### config.mk
export PLATFORM = sky130hd
export DESIGN_NAME = move_scheduler
export DESIGN_NICKNAME = d
export VERILOG_FILES = /design/src/rtl/move_scheduler.sv
export SDC_FILE = /design/constraint.sdc
export NUM_CORES = 1
export LEC_CHECK = 0
export CORE_UTILIZATION = 55
export DETAILED_ROUTE_END_ITERATION = 12
export PLACE_DENSITY = 0.87
export RECOVER_POWER = 25
export SKIP_CTS_REPAIR_TIMING = 1
export SYNTH_ARGS = -nofsm -noshare
export SYNTH_HDL_FRONTEND = slang
export SYNTH_SLANG_ARGS = --single-unit
### constraint.sdc
create_clock -name clk -period 2.5 [get_ports clk]
set_input_delay 0.5 -clock clk [delete_from_list [all_inputs] [get_ports clk]]
set_output_delay 0.5 -clock clk [all_outputs]
set_load 0.02 [all_outputs]
### src/rtl/move_scheduler.sv
// rtl/move_scheduler.sv - frame-divided multi-lane move scheduler
// Lanes expire on frame wraps and owe a move; moves are granted round-robin one at a time.
module move_scheduler #(
   parameter int NUM_LANES    = 4,
   parameter int DIV_WIDTH    = 20,
   parameter int FRAME_DIV    = 833333,
   parameter int PERIOD_WIDTH = 6,
   localparam int LANE_W      = (NUM_LANES > 1) ? $clog2(NUM_LANES) : 1
) (
   input  logic                              clk,
   input  logic                              rst,
   input  logic                              en,
   input  logic [NUM_LANES*PERIOD_WIDTH-1:0] lane_period,
   input  logic                              clr_overrun,
   input  logic                              move_ready,
   input  logic                              upd_done,
   output logic                              frame_tick,
   output logic                              move_valid,
   output logic [LANE_W-1:0]                 move_lane,
   output logic [NUM_LANES-1:0]              pending,
   output logic [NUM_LANES-1:0]              overrun,
   output logic                              busy
);

   typedef enum logic [1:0] {S_IDLE, S_REQ, S_BUSY} state_t;

   state_t                  state_q, state_d;
   logic [DIV_WIDTH-1:0]    div_cnt_q, div_cnt_d;
   logic [PERIOD_WIDTH-1:0] cnt_q [NUM_LANES];
   logic [PERIOD_WIDTH-1:0] cnt_d [NUM_LANES];
   logic [NUM_LANES-1:0]    pending_q, pending_d;
   logic [NUM_LANES-1:0]    overrun_q, overrun_d;
   logic [LANE_W-1:0]       last_grant_q, last_grant_d;
   logic [LANE_W-1:0]       move_lane_q, move_lane_d;
   logic                    move_valid_q, move_valid_d;
   logic                    frame_tick_q, frame_tick_d;

   always_comb begin
      logic                    wrap;
      logic                    hs;
      logic                    found;
      logic [NUM_LANES-1:0]    expire;
      logic [NUM_LANES-1:0]    clr_mask;
      logic [PERIOD_WIDTH-1:0] period;
      logic [LANE_W-1:0]       pick;
      int                      idx;

      state_d      = state_q;
      last_grant_d = last_grant_q;
      move_lane_d  = move_lane_q;
      move_valid_d = move_valid_q;
      expire       = '0;
      found        = 1'b0;
      pick         = '0;
      period       = '0;
      idx          = 0;

      wrap         = en && (div_cnt_q == DIV_WIDTH'(FRAME_DIV - 1));
      frame_tick_d = wrap;
      if (!en)
         div_cnt_d = div_cnt_q;
      else if (wrap)
         div_cnt_d = '0;
      else
         div_cnt_d = div_cnt_q + DIV_WIDTH'(1);

      // Period is only looked at on reload, so a new value lands at the next expiry.
      for (int i = 0; i < NUM_LANES; i++) begin
         period   = lane_period[i*PERIOD_WIDTH +: PERIOD_WIDTH];
         cnt_d[i] = cnt_q[i];
         if (wrap) begin
            if (period == '0) begin
               cnt_d[i] = '0;
            end else if (cnt_q[i] <= PERIOD_WIDTH'(1)) begin
               expire[i] = 1'b1;
               cnt_d[i]  = period;
            end else begin
               cnt_d[i] = cnt_q[i] - PERIOD_WIDTH'(1);
            end
         end
      end

      hs        = (state_q == S_REQ) && move_valid_q && move_ready;
      clr_mask  = hs ? (NUM_LANES'(1) << move_lane_q) : '0;
      pending_d = (pending_q & ~clr_mask) | expire;
      overrun_d = (clr_overrun ? '0 : overrun_q) | (expire & pending_q & ~clr_mask);

      for (int k = 1; k <= NUM_LANES; k++) begin
         idx = int'(last_grant_q) + k;
         if (idx >= NUM_LANES)
            idx = idx - NUM_LANES;
         if (!found && pending_q[LANE_W'(idx)]) begin
            found = 1'b1;
            pick  = LANE_W'(idx);
         end
      end

      case (state_q)
         S_IDLE: begin
            if (found) begin
               move_lane_d  = pick;
               move_valid_d = 1'b1;
               state_d      = S_REQ;
            end
         end
         S_REQ: begin
            if (hs) begin
               last_grant_d = move_lane_q;
               move_valid_d = 1'b0;
               state_d      = S_BUSY;
            end
         end
         S_BUSY: begin
            move_valid_d = 1'b0;
            if (upd_done)
               state_d = S_IDLE;
         end
         default: begin
            move_valid_d = 1'b0;
            state_d      = S_IDLE;
         end
      endcase
   end

   always_ff @(posedge clk) begin
      if (rst) begin
         state_q      <= S_IDLE;
         div_cnt_q    <= '0;
         pending_q    <= '0;
         overrun_q    <= '0;
         last_grant_q <= LANE_W'(NUM_LANES - 1);
         move_lane_q  <= '0;
         move_valid_q <= 1'b0;
         frame_tick_q <= 1'b0;
         for (int i = 0; i < NUM_LANES; i++)
            cnt_q[i] <= '0;
      end else begin
         state_q      <= state_d;
         div_cnt_q    <= div_cnt_d;
         pending_q    <= pending_d;
         overrun_q    <= overrun_d;
         last_grant_q <= last_grant_d;
         move_lane_q  <= move_lane_d;
         move_valid_q <= move_valid_d;
         frame_tick_q <= frame_tick_d;
         for (int i = 0; i < NUM_LANES; i++)
            cnt_q[i] <= cnt_d[i];
      end
   end

   assign frame_tick = frame_tick_q;
   assign move_valid = move_valid_q;
   assign move_lane  = move_lane_q;
   assign pending    = pending_q;
   assign overrun    = overrun_q;
   assign busy       = (state_q != S_IDLE);

endmodule

======== Yosys cells after proc, flatten, opt, wreduce, memory -nomap -nowiden ========
Memory sizes are Yosys's and may differ from the RTL's.
Index checks and enable logic that the tools add are counted.
word-level totals
  RAM bits ................................ 24
  bits of input ports ..................... 30
  output and inout bits ................... 13
  register bits ........................... 36
  memory bits (read-only) ................. 0
  word-level logic and storage cells ...... 135
  latch bits .............................. 0
  memories kept ........................... 1
operators by class
  shift-type cells ........................ 1
  equality and inequality tests ........... 6
  multiplexer cells ....................... 65
  divide/modulo/power cells ............... 0
  reductions and logical operators ........ 19
  add/subtract/negate cells ............... 13
  bitwise gates (word level) .............. 10
  $mul .................................... 0
  magnitude comparators ................... 12
memory list
  memory  depth  bits a word  read ports  clocked after memory_dff  write ports  line  source
  cnt_q   4      6            4           0                         4            29    logic [PERIOD_WIDTH-1:0] cnt_q [NUM_LANES];
operator list
  kind                     number
  $mux W6                  16
  $mux W1                  29
  $le A6 B1 Y1 const B     4
  $logic_not A6 Y1         4
  $sub A6 B1 Y6 const B    4
  $mux W2                  11
  $add A20 B1 Y20 const B  1
  $eq A20 B20 Y1 const B   1
  $mux W20                 1
  $lt A2 B4 Y1 const B     4
  $and A4 B4 Y4            3
  $ge A3 B3 Y1 const B     3
  $bmux W1 S2              4
  $mux W4                  2
  $or A4 B4 Y4             2
  $sub A2 B1 Y2 const B    4
  $add A2 B2 Y3 const B    2
  $logic_and A1 B1 Y1      6
  $ne A2 B2 Y1 const B     3
  $pmux W2 S3              1
  $reduce_and A2 Y1        3
  $add A2 B3 Y4 const B    1
  $ge A4 B3 Y1 const B     1
  $not A4 Y4               1
  other kinds (10)         15

======== Logic depth before layout (Yosys ltp) ========
Gate-level depths: netlist of run 1.
  word-level depth ........................ 18
  mapped depth ............................ 8

======== Worst setup path before layout of run 1 ========
OpenSTA, ideal clock, no wires.
  path type ............................... input to register
  from .................................... in en
  to ...................................... reg overrun_q[0], in the netlist overrun[0]
  data arrival time ....................... 1.714 ns
  data required time ...................... 2.430 ns
  buffers on the path ..................... 1
  cell stages on the path ................. 6
  path slack .............................. 0.715 ns
  cell sequence ........................... clkbuf_1 > nand2_1 > nor2_2 > nand2_4 > or4_1 > a21oi_1
on the way
  cells in the longest elaborated chain, start to end .. 5
ends and longest elaborated chain
  element                      line  source
  start: declaration           12    input logic en,
  $logic_and A1 B1 Y1          58    wrap = en && (div_cnt_q == DIV_WIDTH'(FRAME_DIV - 1));
  $mux W1                      71    if (wrap) begin
  $and A4 B4 Y4 (2 in series)  86    overrun_d = (clr_overrun ? '0 : overrun_q) | (expire & pending_q & ~clr_mask);
  $or A4 B4 Y4                 86
  end signal: assignment       141   overrun_q <= overrun_d;
  end: declaration             32    logic [NUM_LANES-1:0] overrun_q, overrun_d;
No other way between the ends.
A chain may end at the register's enable or synchronous reset.

==> results of run 1 <==
[worst max-delay path, cell delays in order, from the launching register on]
cell	delay (ps)
sky130_fd_sc_hd__dfxtp_1	410
sky130_fd_sc_hd__inv_1	60
sky130_fd_sc_hd__ha_1	200
sky130_fd_sc_hd__and4b_1	180
sky130_fd_sc_hd__and4_1	300
sky130_fd_sc_hd__a21oi_1	730
sky130_fd_sc_hd__nand2_1	160
sky130_fd_sc_hd__o21ai_0	120
[report_power, final]
part / total (W) / internal [W] / switching (W)
Sequential: 0.000962 / 0.000958 / 0.00000343
Clock: 0.000993 / 0.000588 / 0.000405
Combinational: 0.000117 / 0.0000649 / 0.0000516
Total: 0.00207 / 0.00161 / 0.000460
[area by class of cell]
class | instances | area, um^2 | share of cell area (%)
Clock buffer | 10 | 138 | 3.50
Inverter | 17 | 63.8 | 1.62
Clock inverter | 6 | 86.3 | 2.20
Tap cell | 72 | 90.1 | 2.29
Multi-Input combinational cell | 302 | 1830 | 46.6
Timing Repair Buffer | 55 | 518 | 13.2
Sequential cell | 60 | 1200 | 30.6
[cell families after synthesis]
group                      share of synthesized area [%]
AOI/OAI and AO/OA                                   18.8
xor gates and xnor gates                            5.01
and+or+nand+nor                                     29.0
buffers and inverters                               3.38
adders and majority gates                           3.98
muxes                                               1.59
DFF                                                 38.2
[cell usage after synthesis, drive strengths merged, types with 3 or more instances]
cell type	n	area [um^2]
nand4	9	56.3
xnor2	7	61.3
nor2b	5	31.3
clkbuf	6	22.5
nor4	6	50.0
xor2	11	96.3
and3	4	25.0
nand3	12	60.1
o31ai	3	22.5
mux2i	5	50.1
nor3	16	91.3
nor2	53	201
or3	4	25.0
a311oi	4	35.0
nor3b	6	45.0
inv	17	63.8
or4	3	22.5
dfxtp	60	1200
nor4b	3	38.8
a21oi	31	155
o2bb2ai	8	70.1
ha	10	125
o22ai	11	68.8
nand2	34	135
nand2b	9	56.3
o21ai	24	120
buf	3	20.0
[sequential cells by signal, indices dropped and copies added (netlist names)]
signal and count:
cnt_q 24, div_cnt_q 20, frame_tick 1, last_grant_q 2, move_lane 2, move_valid 1
overrun 4, pending 4, state_q 2
[per-stage QoR]
step / utilization [%] / cells / hold slack, ps
floorplan: - / 388 / 424
global placement: 67.4 / 506 / 439
detailed placement: 67.4 / 506 / 445
CTS: 71.5 / 522 / 472
global route: 71.4 / 522 / 486
finish: 71.4 / 522 / 468
[per-layer routing]
layer	vias to the layer above	share of wire [%]	global-route usage (%)	wire length [um]
li1	1515	-	-	-
met1	1453	44	32.0	3430
met2	119	47	45.9	3700
met3	28	6.0	7.76	471
met4	0	3.1	11.1	246
met5	-	0	0	0
[worst paths after layout]
check                                   end  slack (ps)  cells after the start
worst max-delay path            cnt_q[2][3]         270                      7
worst min register to register   overrun[3]         470                      2
worst min-delay path             overrun[3]         470                      2
worst max register to register  cnt_q[2][3]         270                      7
[placed cells by master (no fill, tap or decap), types with 7 or more instances in the layout]
master,synthesis,routed
sky130_fd_sc_hd__dfxtp_1,60,60
sky130_fd_sc_hd__clkdlybuf4s50_1,0,37
sky130_fd_sc_hd__nand4_1,9,9
sky130_fd_sc_hd__a21oi_1,31,31
sky130_fd_sc_hd__o2bb2ai_1,8,8
sky130_fd_sc_hd__o21ai_0,23,23
sky130_fd_sc_hd__nand2_1,33,34
sky130_fd_sc_hd__nor2_1,52,52
sky130_fd_sc_hd__inv_1,17,17
sky130_fd_sc_hd__xnor2_1,7,7
sky130_fd_sc_hd__nand2b_1,9,9
sky130_fd_sc_hd__clkbuf_8,0,10
sky130_fd_sc_hd__o22ai_1,11,11
sky130_fd_sc_hd__ha_1,10,10
sky130_fd_sc_hd__nor3_1,15,15
sky130_fd_sc_hd__buf_4,0,13
sky130_fd_sc_hd__nand3_1,12,12
sky130_fd_sc_hd__xor2_1,11,11
==> results.yml, run 1 <==
timing:
  sum_of_negative_setup_slack_ps: 0
  postLayoutSetupSlackWorst_ps: 271
  max_freq_mhz: 449
  final.min_clock_period_ps: 2230
  timing.slew.headroom_pct: 42.8
  timing.final.crit_share_pct: 89.2
  grt_setup_unrepaired: "no"
  max_slew.worst_pin.slew_ps: 859
  setup_viol: 0
  slew_violations: 0
  skew_ps: 9.26
  timing.final.hold_violations: 0
worst_setup_path:
  critical_path_class: "reg2reg"
  timing.critical_path.from_type: "flop"
  worst_setup_path_startpoint: "div_cnt_q[0]"
  critPathMaxFanout: 8
  regToRegStartpoint: "div_cnt_q[0]"
  endpoint_kind: "flop"
  arrival_ps: 2500
  worstPathRequired_ps: 2770
route:
  drt_iter0_drc: 156
  wl_cell_um: 15.0
  avgViaCountPerCell: 5.97
  final_antenna_net_count: 0
  drt_pre_antenna_iters: 5
  via_count: 3115
  drt_drc_violations_left: 0
  final_routed_wirelength_mm: 7.85
clock_network:
  clkSlewWorstSetupHoldPaths_ps: 70
  clock-root-buffer: "sky130_fd_sc_hd__clkbuf_8"
  worst_skew_pair.late_latency_ps: 350
  cts.sinks: 60
  cts_htree_levels: 3
  cts_tree: "built"
  cts_inserted_buffers: 9
  clk_path_buf_depth: 2
power_and_ir_drop:
  total_leakage_power_nw: 1.46
  power.ir.vdd_worst_mv: 0.290
  powerDensity_nw_per_um2: 527
  power_w: 0.00207
cells_and_area:
  layout.filler_cells: 413
  area_growth_pct: 25.0
  finish.net_count: 485
  design_area_um2: 3930
  n_antenna_cell: 0
  post_route_cells_drive_above_1_share_pct: 8.22
logic_synthesis:
  synth_seq_cells: 60
  ys_async_sr_fraction_pct: 0
  synth_seq_area_share_pct: 38.2
  yosys_warnings: 0
  post_synth_instance_area_um2: 3140
  post_synth.cell_area_avg_um2: 8.10
  post_syn_nets: 428
  synth_ff_type: "sky130_fd_sc_hd__dfxtp_1"
  ys_types: 53
  syn_inst: 388
  synth_edf_count: 0
placement:
  gp_routability_congestion: 0.916
  dp_worst_setup_slack_ps: 94.3
  detailedPlacementHpwl_mm: 5.61
  portBuffers: 42
  placedInstanceArea_um2: 3710
floorplan:
  num_io_pins: 43
  die_area_um2: 6020
  floorplan.initialDensity_pct: 57.1
  die-height_um: 77.6
  placeableCoreArea_um2: 5510
  floorplan.rows: 27
  die_width_um: 77.6
global_routing:
  number_of_antenna_violations_at_the_first_check_in_global_routing: 0
  groute.usage.overall_pct: 27.1
  pin_count_of_the_biggest_net_entering_global_routing: 19
  global_route_wire_length_before_repair_mm: 12.9
  global_route.overflow_total: 0
  grt_pass1_vias: 2931
hold_path:
  worstHoldPathType: "reg2reg"
  hold_path_startpoint: "overrun[3]"
outcome:
  outcome: "completed"
job:
  maxCapViolCount: 0
Power figures use the tool's default switching activity.
==> run 2: changes to the inputs <==
--- a/config.mk
+++ b/config.mk
@@ -8,7 +8,6 @@
 export CORE_UTILIZATION = 55
 export DETAILED_ROUTE_END_ITERATION = 12
 export PLACE_DENSITY = 0.87
-export RECOVER_POWER = 25
 export SKIP_CTS_REPAIR_TIMING = 1
 export SYNTH_ARGS = -nofsm -noshare
 export SYNTH_HDL_FRONTEND = slang
==> results.yml, run 2 (synthesized netlist as in run 1, its figures left out) <==
power_and_ir_drop:
  powerDensity_nw_per_um2: 526
  total_leakage_power_nw: 1.46
  power.ir.vdd_worst_mv: 0.293
timing:
  timing.slew.headroom_pct: 43.0
  skew_ps: 9.54
  timing.final.crit_share_pct: 90.4
  grt_setup_unrepaired: "no"
  slew_violations: 0
  sum_of_negative_setup_slack_ps: 0
  setup_viol: 0
  max_slew.worst_pin.slew_ps: 856
  timing.final.hold_violations: 0
  max_freq_mhz: 442
  final.min_clock_period_ps: 2260
global_routing:
  globalRouteMet3Util_pct: 7.76
  global_route_wire_length_before_repair_mm: 12.9
  pin_count_of_the_biggest_net_entering_global_routing: 19
  groute.layer.met1.usage_pct: 32.0
  gr-max-usage-layer: "met2"
  groute.usage.overall_pct: 27.1
  grt_pass1_vias: 2931
  number_of_antenna_violations_at_the_first_check_in_global_routing: 0
  met2_usage_pct: 45.9
  global_route.overflow_total: 0
route:
  final_antenna_net_count: 0
  final_routed_wirelength_mm: 7.90
  avgViaCountPerCell: 5.96
  drt_drc_violations_left: 0
  wl_cell_um: 15.1
  drt_iter0_drc: 160
  via_count: 3113
  drt_pre_antenna_iters: 5
cells_and_area:
  finish.net_count: 485
  area_growth_pct: 25.2
  registers.top_by_ff_count: "cnt_q"
  layout_top_registers: "cnt_q (24), div_cnt_q (20)"
  post_route_cells_drive_above_1_share_pct: 8.44
  final_core_utilization_pct: 71.5
  layout_commonest_cell: "sky130_fd_sc_hd__dfxtp_1"
  most-common-layout-cells: "sky130_fd_sc_hd__dfxtp_1, sky130_fd_sc_hd__nor2_1, sky130_fd_sc_hd__clkdlybuf4s50_1"
  multi_input_area_um2: 1840
  largest_register_ff_count: 24
  layout.filler_cells: 411
  seqCellArea_um2: 1200
  n_antenna_cell: 0
clock_network:
  worst_skew_pair.late_latency_ps: 350
  cts_tree: "built"
  cts.sinks: 60
  clk_path_buf_depth: 2
  cts_inserted_buffers: 9
  cts_htree_levels: 3
  clkSlewWorstSetupHoldPaths_ps: 70
  clock-root-buffer: "sky130_fd_sc_hd__clkbuf_8"
floorplan:
  die-height_um: 77.6
  placeableCoreArea_um2: 5510
  die_area_um2: 6020
  die_width_um: 77.6
  floorplan.rows: 27
  num_io_pins: 43
  floorplan.initialDensity_pct: 57.1
worst_setup_path:
  worstPathRequired_ps: 2770
  critical_path_class: "reg2reg"
  endpoint_kind: "flop"
  timing.critical_path.from_type: "flop"
  critPathMaxFanout: 8
  arrival_ps: 2530
outcome:
  outcome: "completed"
hold_path:
  worstHoldPathType: "reg2reg"
placement:
  detailedPlacementHpwl_mm: 5.61
  gp_routability_congestion: 0.916
  portBuffers: 42
job:
  maxCapViolCount: 0
-- run 2: path summary, 6_finish.rpt --
path	start	endpoint	slack, ps	cells past startpoint
max reg2reg	div_cnt_q[0]	cnt_q[2][3]	240	7
min reg2reg	overrun[3]	overrun[3]	470	2
min	overrun[3]	overrun[3]	470	2
max	div_cnt_q[0]	cnt_q[2][3]	240	7
-- run 2: metal layers --
| layer | wire (um) | up-vias | part of all wire (%) |
|---|---|---|---|
| li1 | - | 1514 | - |
| met1 | 3480 | 1470 | 44 |
| met2 | 3770 | 108 | 48 |
| met3 | 465 | 21 | 5.9 |
| met4 | 183 | 0 | 2.3 |
| met5 | 0 | - | 0 |
-- run 2: area by class of cell --
type	instances	area share, %
Multi-Input combinational cell	302	46.7
Sequential cell	60	30.5
Timing Repair Buffer	55	13.2
Clock buffer	10	3.50
Tap cell	72	2.29
Clock inverter	6	2.19
Inverter	17	1.62
-- run 2: through the flow --
stage	hold WS [ps]	power, W	setup WS [ps]	instance area, um^2	std cells
global route	486	0.00213	170	3940	522
CTS	472	0.00207	348	3940	522
detailed placement	445	0.00110	94.3	3710	506
floorplan	424	0.00103	715	3140	388
global placement	439	0.00110	164	3710	506
finish	472	0.00207	240	3940	522
-- run 2: power by group --
group / internal, W / switching, W / total [W]
Sequential: 0.000958 / 0.00000342 / 0.000962
Clock: 0.000588 / 0.000406 / 0.000994
Combinational: 0.0000653 / 0.0000518 / 0.000117
-- run 2: worst max-delay path: stages (launching register included) --
cell,delay (ps)
sky130_fd_sc_hd__dfxtp_1,410
sky130_fd_sc_hd__inv_1,60
sky130_fd_sc_hd__ha_1,200
sky130_fd_sc_hd__and4b_1,180
sky130_fd_sc_hd__and4_1,320
sky130_fd_sc_hd__a21oi_1,740
sky130_fd_sc_hd__nand2_1,160
sky130_fd_sc_hd__o21ai_0,120
==> run 3: changes to the inputs <==
==> constraint.sdc (replaced) <==
create_clock -name clk -period 2.5 [get_ports clk]
set_input_delay 0.25 -clock clk [delete_from_list [all_inputs] [get_ports clk]]
set_output_delay 0.25 -clock clk [all_outputs]
set_load 0.02 [all_outputs]
==> results.yml, run 3 (synthesized netlist as in run 1, its figures left out) <==
outcome:
  outcome: "completed"
cells_and_area:
  finish.net_count: 482
  most-common-layout-cells: "sky130_fd_sc_hd__dfxtp_1, sky130_fd_sc_hd__nor2_1, sky130_fd_sc_hd__clkdlybuf4s50_1"
  n_antenna_cell: 0
  registers.top_by_ff_count: "cnt_q"
  post_route_cells_drive_above_1_share_pct: 7.61
  layout_top_registers: "cnt_q (24), div_cnt_q (20)"
  design_area_um2: 3920
  area_growth_pct: 24.7
  largest_register_ff_count: 24
  layout_commonest_cell: "sky130_fd_sc_hd__dfxtp_1"
route:
  avgViaCountPerCell: 5.96
  via_count: 3094
  drt_drc_violations_left: 0
  final_routed_wirelength_mm: 7.61
  final_antenna_net_count: 0
  drt_iter0_drc: 206
  drt_pre_antenna_iters: 4
  wl_cell_um: 14.7
floorplan:
  die-height_um: 77.6
  placeableCoreArea_um2: 5510
  floorplan.rows: 27
  die_area_um2: 6020
  die_width_um: 77.6
  floorplan.initialDensity_pct: 57.1
  num_io_pins: 43
job:
  maxCapViolCount: 0
global_routing:
  number_of_antenna_violations_at_the_first_check_in_global_routing: 0
  grt_pass1_vias: 2958
  global_route.overflow_total: 0
  groute.usage.overall_pct: 26.7
  pin_count_of_the_biggest_net_entering_global_routing: 28
  global_route_wire_length_before_repair_mm: 12.7
power_and_ir_drop:
  clockPowerShare_pct: 47.2
  cellInternalPower_w: 0.00161
  power.ir.vdd_worst_mv: 0.376
  powerDensity_nw_per_um2: 523
  power_w: 0.00205
  part_of_the_power_in_registers_pct: 46.9
  netSwitchingPower_w: 0.000441
  power.share.combinational_pct: 5.9
  total_leakage_power_nw: 1.46
  power.share.switching_pct: 21.5
timing:
  slew_violations: 0
  grt_setup_unrepaired: "no"
  timing.slew.headroom_pct: 52.6
  max_slew.worst_pin.slew_ps: 710
  timing.final.crit_share_pct: 81.8
  sum_of_negative_setup_slack_ps: 0
  postLayoutSetupSlackWorst_ps: 455
  skew_ps: 7.09
  max_freq_mhz: 489
  setup_viol: 0
  final.min_clock_period_ps: 2040
  timing.final.hold_violations: 0
worst_setup_path:
  critPathMaxFanout: 8
  arrival_ps: 2310
  reg2reg_slack_ps: 460
  timing.critical_path.from_type: "flop"
  worstPathRequired_ps: 2770
  critical_path_class: "reg2reg"
  reg2reg_to: "overrun[0]"
  regToRegStartpoint: "div_cnt_q[14]"
  worst_setup_path_startpoint: "div_cnt_q[14]"
  worstRegToRegCells: 5
  critical_path_destination: "overrun[0]"
  endpoint_kind: "flop"
placement:
  placedInstanceArea_um2: 3700
  dp_worst_setup_slack_ps: 311
  gp_routability_congestion: 0.890
  portBuffers: 42
  detailedPlacementHpwl_mm: 5.40
clock_network:
  clock-root-buffer: "sky130_fd_sc_hd__clkbuf_8"
  cts_tree: "built"
  cts.sinks: 60
  cts_htree_levels: 3
  clkSlewWorstSetupHoldPaths_ps: 60
  clk_path_buf_depth: 2
  cts_inserted_buffers: 9
  worst_skew_pair.late_latency_ps: 340
hold_path:
  worstHoldPathType: "reg2reg"
-- run 3: cell type report --
| type | count | area [um^2] |
|---|---|---|
| timing repair buffer | 52 | 508 |
| tap | 72 | 90.1 |
| inverter | 17 | 63.8 |
| sequential | 60 | 1200 |
| clock inverter | 5 | 75.1 |
| fill | 412 | 1590 |
| multi-input combinational | 302 | 1840 |
| clock buffer | 11 | 141 |
-- run 3: worst min-delay path by stage --
stage	endpoint	slack, ps	startpoint	cells after the start
after detailed placement	cnt_q[2][4]	440	cnt_q[2][4]	1
after CTS	cnt_q[2][4]	460	cnt_q[2][4]	1
after global routing	cnt_q[2][4]	500	cnt_q[2][4]	1
after floorplan	cnt_q[1][1]	420	lane_period[7]	2
final	cnt_q[2][4]	460	cnt_q[2][4]	1
after global placement	cnt_q[2][4]	440	cnt_q[2][4]	1
-- run 3: per-layer routing --
metal / up-vias / part of all wire [%] / GRT usage [%]
met2: 89 / 48 / 45.3
li1: 1513 / - / -
met5: - / 0 / 0
met4: 0 / 3.0 / 15.7
met1: 1469 / 44 / 31.4
met3: 23 / 4.1 / 4.82
-- run 3: worst max-delay path, stage by stage (launching register included) --
cell	delay, ps
sky130_fd_sc_hd__dfxtp_1	360
sky130_fd_sc_hd__nor4b_2	330
sky130_fd_sc_hd__and4_1	470
sky130_fd_sc_hd__nand2_4	110
sky130_fd_sc_hd__or4_1	550
sky130_fd_sc_hd__a21oi_1	150
-- run 3: metrics by stage --
stage	hold slack (ps)	utilization [%]	cells
6_report	459	71.2	519
5_1_grt	498	71.2	519
4_1_cts	458	71.2	519
3_5_place_dp	443	67.3	503
3_3_place_gp	438	67.3	503
2_1_floorplan	415	-	388
-- run 3: power groups by stage --
| stage | sequential, W | clock [W] | combinational [W] |
|---|---|---|---|
| 2_1_floorplan | 0.000983 | 0 | 0.0000455 |
| 3_3_place_gp | 0.000983 | 0 | 0.000115 |
| 3_5_place_dp | 0.000983 | 0 | 0.000117 |
| 4_1_cts | 0.000962 | 0.000970 | 0.000120 |
| 5_1_grt | 0.000961 | 0.00102 | 0.000130 |
| 6_report | 0.000962 | 0.000969 | 0.000120 |
